### config.mk
export PLATFORM = sky130hd
export DESIGN_NAME = lockin_averager
export DESIGN_NICKNAME = d
export VERILOG_FILES = /design/src/rtl/lockin_averager.sv
export SDC_FILE = /design/constraint.sdc
export NUM_CORES = 1
export LEC_CHECK = 0
export CORE_ASPECT_RATIO = 1.5
export CORE_MARGIN = 1
export CORE_UTILIZATION = 30
export CTS_BUF_LIST = sky130_fd_sc_hd__clkbuf_4 sky130_fd_sc_hd__clkbuf_8 sky130_fd_sc_hd__clkbuf_16
export DETAILED_ROUTE_END_ITERATION = 16
export PLACE_DENSITY_LB_ADDON = 0.05
export SETUP_SLACK_MARGIN = 0.5
export SLEW_MARGIN = 20
export SYNTH_ARGS = -nofsm -noshare
export SYNTH_HDL_FRONTEND = slang
export SYNTH_SLANG_ARGS = --single-unit
### constraint.sdc
create_clock -name clock -period 6 [get_ports clock]
set_input_delay 0.6 -clock clock [delete_from_list [all_inputs] [get_ports clock]]
set_output_delay 0.6 -clock clock [all_outputs]
set_load 0.1 [all_outputs]
### src/rtl/lockin_averager.sv
// Lock-in averager: boxcar-averages the demodulated X/Y streams over 2^L
// samples. Each result is the floor of the window sum shifted right by L,
// registered one clock after the closing sample.

// One averaging lane: accumulator plus output register.
module lockin_lane #(
  parameter int DW = 32,
  parameter int AW = 47,
  parameter int SW = 4
) (
  input  logic          clock,
  input  logic          reset_n,
  input  logic          first,   // sample opens a window: load instead of add
  input  logic          take,    // sample accepted, window stays open
  input  logic          close,   // sample accepted, window closes
  input  logic [SW-1:0] shift,
  input  logic [DW-1:0] din,
  output logic [DW-1:0] dout
);
  logic signed [AW-1:0] acc_q, acc_d, ext, sum;
  logic signed [DW-1:0] avg_q, avg_d;

  // Sign-extend, then load or accumulate; the closing sample is folded in
  // combinationally so no extra cycle is spent on the result.
  always_comb begin
    ext   = {{(AW-DW){din[DW-1]}}, din};
    sum   = (first ? '0 : acc_q) + ext;
    acc_d = take ? sum : acc_q;
    avg_d = close ? DW'(sum >>> shift) : avg_q;
  end

  // Accumulator and held result.
  always_ff @(posedge clock or negedge reset_n) begin
    if (!reset_n) begin
      acc_q <= '0;
      avg_q <= '0;
    end else begin
      acc_q <= acc_d;
      avg_q <= avg_d;
    end
  end

  assign dout = avg_q;
endmodule

module lockin_averager #(
  parameter int DATA_WIDTH   = 32,
  parameter int MAX_AVG_LOG2 = 15
) (
  input  logic                              clock,
  input  logic                              reset_n,
  input  logic                              enable,
  input  logic [$clog2(MAX_AVG_LOG2+1)-1:0] avg_log2,
  input  logic [DATA_WIDTH-1:0]             mixed_x,
  input  logic [DATA_WIDTH-1:0]             mixed_y,
  input  logic                              mixed_valid,
  output logic [DATA_WIDTH-1:0]             averaged_x,
  output logic [DATA_WIDTH-1:0]             averaged_y,
  output logic                              average_valid
);
  localparam int NUM_LANES = 2;
  localparam int LW = $clog2(MAX_AVG_LOG2+1);
  localparam int CW = MAX_AVG_LOG2 + 1;
  localparam int AW = DATA_WIDTH + MAX_AVG_LOG2;

  logic [CW-1:0] cnt_q, cnt_d, n_m1;
  logic [LW-1:0] l_q, l_d, l_eff;
  logic          vld_q, vld_d;
  logic          accept, first, last, take, close;
  logic [NUM_LANES-1:0][DATA_WIDTH-1:0] din_l, dout_l;

  // Shared window control: rate latched on the first sample, counter wraps
  // after the N-th, and enable low drops any partial window.
  always_comb begin
    accept = enable & mixed_valid;
    first  = (cnt_q == '0);
    l_eff  = l_q;
    if (first)
      l_eff = (avg_log2 > LW'(MAX_AVG_LOG2)) ? LW'(MAX_AVG_LOG2) : avg_log2;
    n_m1   = (CW'(1) << l_eff) - CW'(1);
    last   = (cnt_q == n_m1);
    take   = accept & ~last;
    close  = accept & last;
    cnt_d  = cnt_q;
    l_d    = l_q;
    vld_d  = 1'b0;
    if (!enable) begin
      cnt_d = '0;
    end else if (accept) begin
      l_d   = l_eff;
      cnt_d = last ? '0 : cnt_q + CW'(1);
      vld_d = last;
    end
  end

  // Control state registers.
  always_ff @(posedge clock or negedge reset_n) begin
    if (!reset_n) begin
      cnt_q <= '0;
      l_q   <= '0;
      vld_q <= 1'b0;
    end else begin
      cnt_q <= cnt_d;
      l_q   <= l_d;
      vld_q <= vld_d;
    end
  end

  assign din_l[0] = mixed_x;
  assign din_l[1] = mixed_y;

  genvar g;
  generate
    for (g = 0; g < NUM_LANES; g++) begin : g_lane
      lockin_lane #(.DW(DATA_WIDTH), .AW(AW), .SW(LW)) u_lane (
        .clock   (clock),
        .reset_n (reset_n),
        .first   (first),
        .take    (take),
        .close   (close),
        .shift   (l_eff),
        .din     (din_l[g]),
        .dout    (dout_l[g])
      );
    end
  endgenerate

  assign averaged_x    = dout_l[0];
  assign averaged_y    = dout_l[1];
  assign average_valid = vld_q;
endmodule

* After elaboration in Yosys (flattened, before gate mapping) *
Index checks and enable logic that the tools add are counted.

operators by class
  add/sub/neg operators = 4
  $lt $le $gt $ge = 1
  eq/ne operators = 2
  shifts and indexed selects = 3
  muxes and demuxes = 9
  bitwise logic cells = 4
  reduce and logical (&&, ||, !) cells = 2

operators with widths
  kind                                                 count
  adder 47 bit                                         2
  2-to-1 mux 47 bit                                    2
  >>> shifter 47 x 4 -> 32 bit                         2
  2-to-1 mux 16 bit                                    3
  adder 16 x 1 -> 16 bit (second input constant)       1
  == test 16 bit                                       1
  logical NOT 16 bit                                   1
  << shifter 1 x 4 -> 16 bit (first input constant)    1
  subtractor 16 x 2 -> 16 bit (second input constant)  1
  2-to-1 mux 4 bit                                     2
  > comparator 4 bit (second input constant)           1
  bitwise AND 1 bit                                    3
  2-to-1 mux 1 bit                                     2
  != test 2 x 1 -> 1 bit (second input constant)       1
  AND reduction 2 bit                                  1
  NOT 1 bit                                            1

word-level totals
  register bits = 179
  input port bits = 72

* Longest topological paths before layout *
Gate-level depths: netlist of the first run.

  depth in word-level cells = 9
  gate-level depth with buffers = 27
  depth with buffers taken out = 19

* Cells and area by module *
A second synthesis of the first run with hierarchy kept.

unflattened totals
  cell total of the unflattened synthesis = 2413
  area, all modules = 19676.4 um^2

by module, submodules not included
  module                           instances  cells each  area each (um^2)  sequential area each (um^2)
  lockin_lane at g_lane[0].u_lane  1          1032        8605.8            1976.9
  lockin_lane at g_lane[1].u_lane  1          1056        8544.4            1976.9
  lockin_averager                  1          325         2526.2            525.5

* Worst setup path after synthesis of the first run *
Ideal clock, no wire load.

  path type = flip-flop to flip-flop
  start point = reg cnt_q[0]
  end point = reg g_lane[0].u_lane.avg_q[31]
  library setup time = 0.126 ns
  arrival time = 5.084 ns
  data required time = 5.874 ns
  path slack = 0.790 ns
  stages on the path, launching flop included = 25
  path buffers = 7
  period minus slack after synthesis = 5.210 ns
  cells stage by stage = dfrtp_1 inv_1 ha_1 nor3b_1 nand4_2 buf_6 buf_6 buf_6 buf_2 clkbuf_1 clkbuf_1 and2_1 ha_1 clkbuf_1 a21oi_1 o21ai_0 a21oi_1 or4b_2 o2bb2ai_1 o21ba_2 xnor2_1 o221a_2 o211ai_1 nand4_1 o32a_1

between the ends
  cells in the longest elaborated chain, start to end = 6
  elaborated cells between the ends (all ways) = 9
  those cells by class = 2 x add/sub; 1 x eq/ne; 2 x shift; 2 x mux; 1 x bitwise; 1 x reduce/logical

RTL lines
  what                                                                  line  RTL
  start: declaration                                                    66    logic [CW-1:0] cnt_q, cnt_d, n_m1;
  start signal: assignment                                              103   cnt_q <= cnt_d;
  parallel branches: the longest is 6 deep, another holds adder 47 bit  --
  end signal: assignment                                                39    avg_q <= avg_d;
  end: declaration                                                      21    logic signed [DW-1:0] avg_q, avg_d;

Several ways; the timed one is not identified.
A chain may end at the register's enable or synchronous reset.

* Worst setup path in the final report of the first run *
  start point = reg cnt_q[6]
  end point = reg g_lane[1].u_lane.avg_q[31]

between the ends
  cells in the longest elaborated chain, start to end = 6
  elaborated cells between the ends (all ways) = 9
  those cells by class = 2 x add/sub; 1 x eq/ne; 2 x shift; 2 x mux; 1 x bitwise; 1 x reduce/logical

RTL lines
  what                                                                  line
  parallel branches: the longest is 6 deep, another holds adder 47 bit  --
  end signal: assignment                                                39
  end: declaration                                                      21

Several ways; the timed one is not identified.

==> metrics.txt, run 1 <==
worst skew pair latency 510 ps; GRT overflow 0; WL/cell around 24 microns; net count reported at finish about 2800; Setup crit end kind register; min-delay worst type input port to asynchronous set/reset pin; Die X slightly above 200 microns; Metal-1 WL 33.3 mm; global-route wire length before repair 124 mm; Tmin final about 5300 ps; GRT Total Usage a little over a quarter; uppermost layer routed met4; hold buffers post-CTS 0; clock transition at the registers of the reported paths ~70 ps; Synth cell types around 100; unrepaired setup endpoints after global routing no; Max transition margin approximately 27%; Initial DRT Pass Iterations 7; Synth Flop Type dfrtp_1; DRC 0; synth top area cells dfrtp_1 (24%), ha_1 (6.4%), nand2_1 (6.3%), a21oi_1 (5.0%), o21ai_0 (4.1%); number of DRC markers in iteration 0 between 1000 and 1500; Die H slightly above 300 microns; P_leak 0.00987 uW; Gate Count Post-Synth approximately 2400; layout cells sized above 1 14.3%; post-synthesis sequential area ratio approximately a quarter; pre-CTS WS 33.8 ps; final hold vios 0; Clock Sink Count between 150 and 200; pwr dens 329 nW/um^2; worst-path fanout max 43; clock buffer count from CTS 17; CTS tree yes; Port Buffers around 140; initial core utilization between 30% and 40%; power consumption between 7000 and 8000 uW; core area 61000 sq um; Max Root-Sink Buffers 2; Antenna Violating Nets Remaining 0; Synth Area per Inst 7.80 sq um; Startpoint Class register; largest net degree at the start of global routing 96; DP Wirelength 64.6 mm; final WL 83.6 mm; site row count approximately 110; cell accounting for the most synthesized area dfrtp_1; period utilization about nine tenths; worst slew pin tran 1100 ps; Cell Area, Synth approximately 18000 sq um; Max-Cap Viols 0; clock skew roughly 17 ps; met3 WL roughly 2.9 mm; Placer Congestion approximately 0.95; Post-Place Cells 3386; Setup CP Type register to register; # IOs between 100 and 150; ys async rst share 100%; number of synthesized flops with an enable pin 0; status completed; Finish-stage setup viols 0; number of global-route vias before repair 19700; final cell count without fillers 3425; Vias roughly 20000; CTS H-tree depth 4; met2 WL 42.5 mm; Final Worst Setup Slack 669 ps; utilization after layout 37.4%; die area about 63000 sq um; syn_nets 2541; pins over their slew limit 0; Yosys reg bits about 180; Vias/cell 5.75; Max Clock Freq roughly 190 MHz; Arr. time, crit path between 5000 and 6000 ps; setup TNS 0 ps; YS warnings 0; initial antenna violation count 1; Area Growth Syn to Fin 23.3%; Req. time, crit path about 6400 ps; Peak VDD IR between 0.2 and 0.25 mV; Yosys top cell area share about a quarter; clock root cell clkbuf_16
-- cell usage after synthesis, types with 12 or more instances --
cell / n
dfrtp_1: 179
nand3_1: 35
o21ai_0: 152
a31oi_1: 24
nor2b_1: 12
o211ai_1: 28
mux2_1: 48
a21oi_1: 184
nand2_1: 308
o31ai_1: 13
o21ai_1: 80
or3_1: 20
xor2_1: 43
a22oi_1: 17
a221oi_1: 20
inv_1: 33
nor2_1: 183
xnor2_1: 42
mux2_2: 20
a211oi_1: 44
o22ai_1: 16
nor3_1: 49
o21a_1: 23
a21o_1: 48
mux2i_1: 74
buf_2: 40
and2_1: 106
nand2b_1: 19
ha_1: 95
and3_1: 25
nand4_1: 33
buf_6: 13
clkbuf_1: 93
-- state kept, by name, summed over array words and instances (netlist names) --
signal and count:
g_lane.u_lane.acc_q 94, g_lane.u_lane.dout 64, cnt_q 16, l_q 4
average_valid 1
-- cells by family (layout without fill, tap and decap cells) --
kind of cell / count (synthesis) / count (layout) / share of synthesized area (%)
fa+ha+maj: 97 / 97 / 6.64
compound gates: 808 / 808 / 28.5
buf+inv: 193 / 454 / 5.00
xor+xnor: 85 / 85 / 4.03
mux: 149 / 149 / 8.91
simple gates: 861 / 861 / 22.7
other cells: 0 / 1 / 0
flops: 179 / 179 / 24.2
-- worst max-delay path: stages (launching register included) --
cell and delay (ps):
dfrtp_1 440, nor4_1 480, nand4_4 260, buf_16 260, buf_4 260, and2_1 190, ha_1 410, a21oi_1 270
o21ai_0 230, a211oi_1 230, a221oi_1 120, buf_4 170, or4_1 470, nand4_1 290, nor2_1 70, a211oi_1 300
o21ai_1 200, a221oi_1 380, a21oi_1 120
-- repair_timing --
item                                    in CTS  in global routing
endpoints found under the setup margin       5                 97
buffers inserted                             0                  6
hold endpoints to repair                     0                  0
pin swaps                                    0                  4
gates cloned                                 0                  1
gates resized for setup                      4                 12
-- worst paths after layout --
kind	end	slack, ps	cells past startpoint	from
max	g_lane[1].u_lane.dout[31]	670	18	cnt_q[6]
min	g_lane[0].u_lane.acc_q[17]	170	1	reset_n
max reg2reg	g_lane[1].u_lane.dout[31]	670	18	cnt_q[6]
min reg2reg	g_lane[1].u_lane.dout[15]	470	2	g_lane[1].u_lane.dout[15]
max in group asynchronous	g_lane[1].u_lane.dout[14]	4370	2	reset_n
min in group clock	g_lane[1].u_lane.dout[15]	470	2	g_lane[1].u_lane.dout[15]
-- through the flow --
step                hold slack, ps  instance area, sq um
finish                         168                 22800
floorplan                      304                 18500
CTS                            244                 22600
detailed placement             467                 22000
global placement               459                 22000
global route                   230                 22800
-- layer usage --
metal / GRT usage (%) / vias up
met5: 0 / -
met4: 14.2 / 0
met3: 2.99 / 134
met2: 47.4 / 560
met1: 30.6 / 9693
li1: - / 9308
-- cell type report --
type	count	area, sq um
tap	791	990
multi-input combinational	2000	13200
antenna	1	2.50
sequential	179	4480
clock inverter	13	148
timing repair buffer	389	3400
clock buffer	18	439
inverter	34	128
fill	6402	38200
-- placed cells by master (no fill, tap or decap), types with 40 or more instances in the layout --
| master | netlist | final |
|---|---|---|
| xor2_1 | 43 | 43 |
| o21ai_0 | 152 | 150 |
| mux2_1 | 48 | 48 |
| o21ai_1 | 80 | 79 |
| nand2_1 | 308 | 308 |
| ha_1 | 95 | 95 |
| mux2i_1 | 74 | 72 |
| a21o_1 | 48 | 48 |
| dfrtp_1 | 179 | 179 |
| nor3_1 | 49 | 49 |
| buf_4 | 11 | 243 |
| xnor2_1 | 42 | 40 |
| a21oi_1 | 184 | 183 |
| nor2_1 | 183 | 183 |
| and2_1 | 106 | 106 |
| clkdlybuf4s50_1 | 0 | 135 |
| a211oi_1 | 44 | 42 |
-- power breakdown --
part	internal (uW)	total, uW	leakage (uW)	switching [uW]
registers	1460	1610	0.00232	152
clock network	629	1240	0.000288	606
logic	1850	4660	0.00726	2800
Power figures use the tool's default switching activity.
==> run 2, diff against run 1 <==
CORE_MARGIN = 1.5   (was 1)
CORE_UTILIZATION = 50   (was 30)
==> run 2 against run 1 <==
Net effect: die area fell by 39%; first-iteration DRC count rose by 52%; critical endpoint is now g_lane[1].u_lane.dout[28]; clock skew barely moved.
==> metrics.txt, run 2 (synthesized netlist as in run 1, its figures left out) <==
pins over their slew limit 0 (unchanged); worst-path fanout max 9 (was 43); Max transition margin 24.7% (was 26.8%); Placer Congestion 0.966 (was 0.954); clock buffer count from CTS 17 (unchanged); antenna cell count 0 (was 1); initial antenna violation count 1 (unchanged); Area Growth Syn to Fin 14.0% (was 23.3%); # IOs 137 (unchanged); Port Buffers 136 (unchanged); Reg-to-Reg Start cnt_q[1] (was cnt_q[6]); Biggest register g_lane.u_lane.acc_q (unchanged); pre-CTS WS 186 ps (was 33.8 ps); RR Endpoint g_lane[1].u_lane.dout[28] (was g_lane[1].u_lane.dout[31]); Vias/cell 6.57 (was 5.75); P_leak 0.00897 uW (was 0.00987 uW); Vias 19300 (was 19700); WL/cell 24.2 microns (was 24.4 microns); status completed (unchanged); pwr dens 331 nW/um^2 (was 329 nW/um^2); depth of the worst register-to-register path 18 (unchanged); GRT Total Usage 36.7% (was 26.6%); initial core utilization 50.5% (was 30.3%); net count reported at finish 2606 (was 2790); number of DRC markers in iteration 0 1902 (was 1252); CTS H-tree depth 4 (unchanged); most common cell after layout, fill and taps aside nand2_1 (unchanged); Tmin final 5380 ps (was 5330 ps); Setup CP Type register to register (unchanged); clock skew 16.5 ps (was 16.8 ps); most frequent cells in the layout nand2_1 (308), nor2_1 (183), a21oi_1 (181) (was nand2_1 (308), buf_4 (243), nor2_1 (183), a21oi_1 (183), dfrtp_1 (179)); final WL 70.9 mm (was 83.6 mm); max reg flops 94 (unchanged); Clock Sink Count 179 (unchanged); unrepaired setup endpoints after global routing yes (was no); Antenna Violating Nets Remaining 0 (unchanged); core area 36600 sq um (was 61000 sq um); worst slew pin tran 1130 ps (was 1100 ps); Max Root-Sink Buffers 2 (unchanged); die area 38200 sq um (was 62700 sq um); Setup crit end kind register (unchanged); clock root cell clkbuf_16 (unchanged); final hold vios 0 (unchanged); min-delay worst type input port to asynchronous set/reset pin (unchanged); site row count 86 (was 111); global-route wire length before repair 109 mm (was 124 mm); Register-to-Register Setup Slack 620 ps (was 670 ps); number of global-route vias before repair 18900 (was 19700); Peak VDD IR 0.185 mV (was 0.228 mV); Die H 239 microns (was 306 microns); setup TNS 0 ps (unchanged); final cell count without fillers 2934 (was 3425); Arr. time, crit path 5720 ps (was 5700 ps); Max-Cap Viols 0 (unchanged); Startpoint Class register (unchanged); GRT overflow 0 (unchanged); Initial DRT Pass Iterations 6 (was 7); CTS tree yes (unchanged); worst skew pair latency 470 ps (was 510 ps); largest net degree at the start of global routing 65 (was 96); Die X 160 microns (was 205 microns); Finish-stage setup viols 0 (unchanged); DP Wirelength 53.9 mm (was 64.6 mm); DRC 0 (unchanged); layout cells sized above 1 8.61% (was 14.3%); clock transition at the registers of the reported paths 90 ps (was 70 ps); Max Clock Freq 186 MHz (was 188 MHz); Final Worst Setup Slack 623 ps (was 669 ps); Post-Place Cells 2898 (was 3386); Req. time, crit path 6340 ps (was 6370 ps); period utilization 89.6% (was 88.8%)
[run 2: cell count changes in the layout (fill, tap and decap cells not counted), sizes merged]
| cell | delta |
|---|---|
| clkbuf | -1 |
| diode | -1 |
| buf | -183 |
| clkinvlp | +1 |
| inv | +3 |
| clkinv | -3 |
[run 2: worst max-delay path, stage by stage, from the launching register on]
cell	delay, ps
dfrtp_1	460
inv_1	110
ha_1	140
nor3b_2	230
nand4_4	250
and2_1	270
ha_1	370
a21oi_1	340
o21ai_0	260
a221oi_1	530
nand4b_1	350
a41oi_1	340
xor2_1	370
buf_4	210
a222oi_1	50
o21ai_0	340
nor2_1	70
a2111oi_0	470
nor2_1	70
[run 2: report_power, final]
part | leakage (uW) | switching (uW) | internal [uW]
logic | 0.00636 | 2580 | 1500
clock network | 0.000300 | 618 | 649
registers | 0.00232 | 162 | 1460
total | 0.00897 | 3360 | 3610
[run 2: what timing repair did]
item	CTS	global route
endpoints found under the setup margin	15	117
gates resized for setup	5	33
pin swaps	0	3
cloned	0	0
hold buffers	0	0
buffers inserted	0	4
[run 2: stage by stage]
step	hold WS (ps)	power [uW]	util, %	cell area, sq um
global placement	452	5520	55.3	20200
finish	122	6970	57.6	21100
global route	172	7360	57.6	21100
floorplan	304	4340	-	18500
detailed placement	459	5570	55.3	20200
CTS	156	6840	57.1	20900
[run 2: how the worst max path moves through the flow]
stage	start	to	slack, ps
2_1_floorplan	cnt_q[0]	g_lane[0].u_lane.dout[31]	790
4_1_cts	cnt_q[1]	g_lane[1].u_lane.dout[28]	470
3_3_place_gp	cnt_q[0]	g_lane[1].u_lane.dout[28]	140
6_report	cnt_q[1]	g_lane[1].u_lane.dout[28]	620
5_1_grt	cnt_q[8]	g_lane[1].u_lane.dout[28]	480
3_5_place_dp	cnt_q[1]	g_lane[1].u_lane.dout[28]	190
[run 2: area by class of cell]
class / instances / area (sq um)
flip-flops and latches: 179 / 4480
clock inverters: 14 / 185
fillers: 3513 / 15500
repair buffers: 205 / 1930
multi-input cells: 2000 / 13300
clock buffers: 18 / 439
inverters: 34 / 128
well taps: 484 / 606
[run 2: layer usage]
metal / GRT usage [%] / wire, microns
met5: 0 / 0
met4: 24.7 / 5050
met3: 4.48 / 3800
met2: 65.9 / 35800
met1: 40.5 / 26300
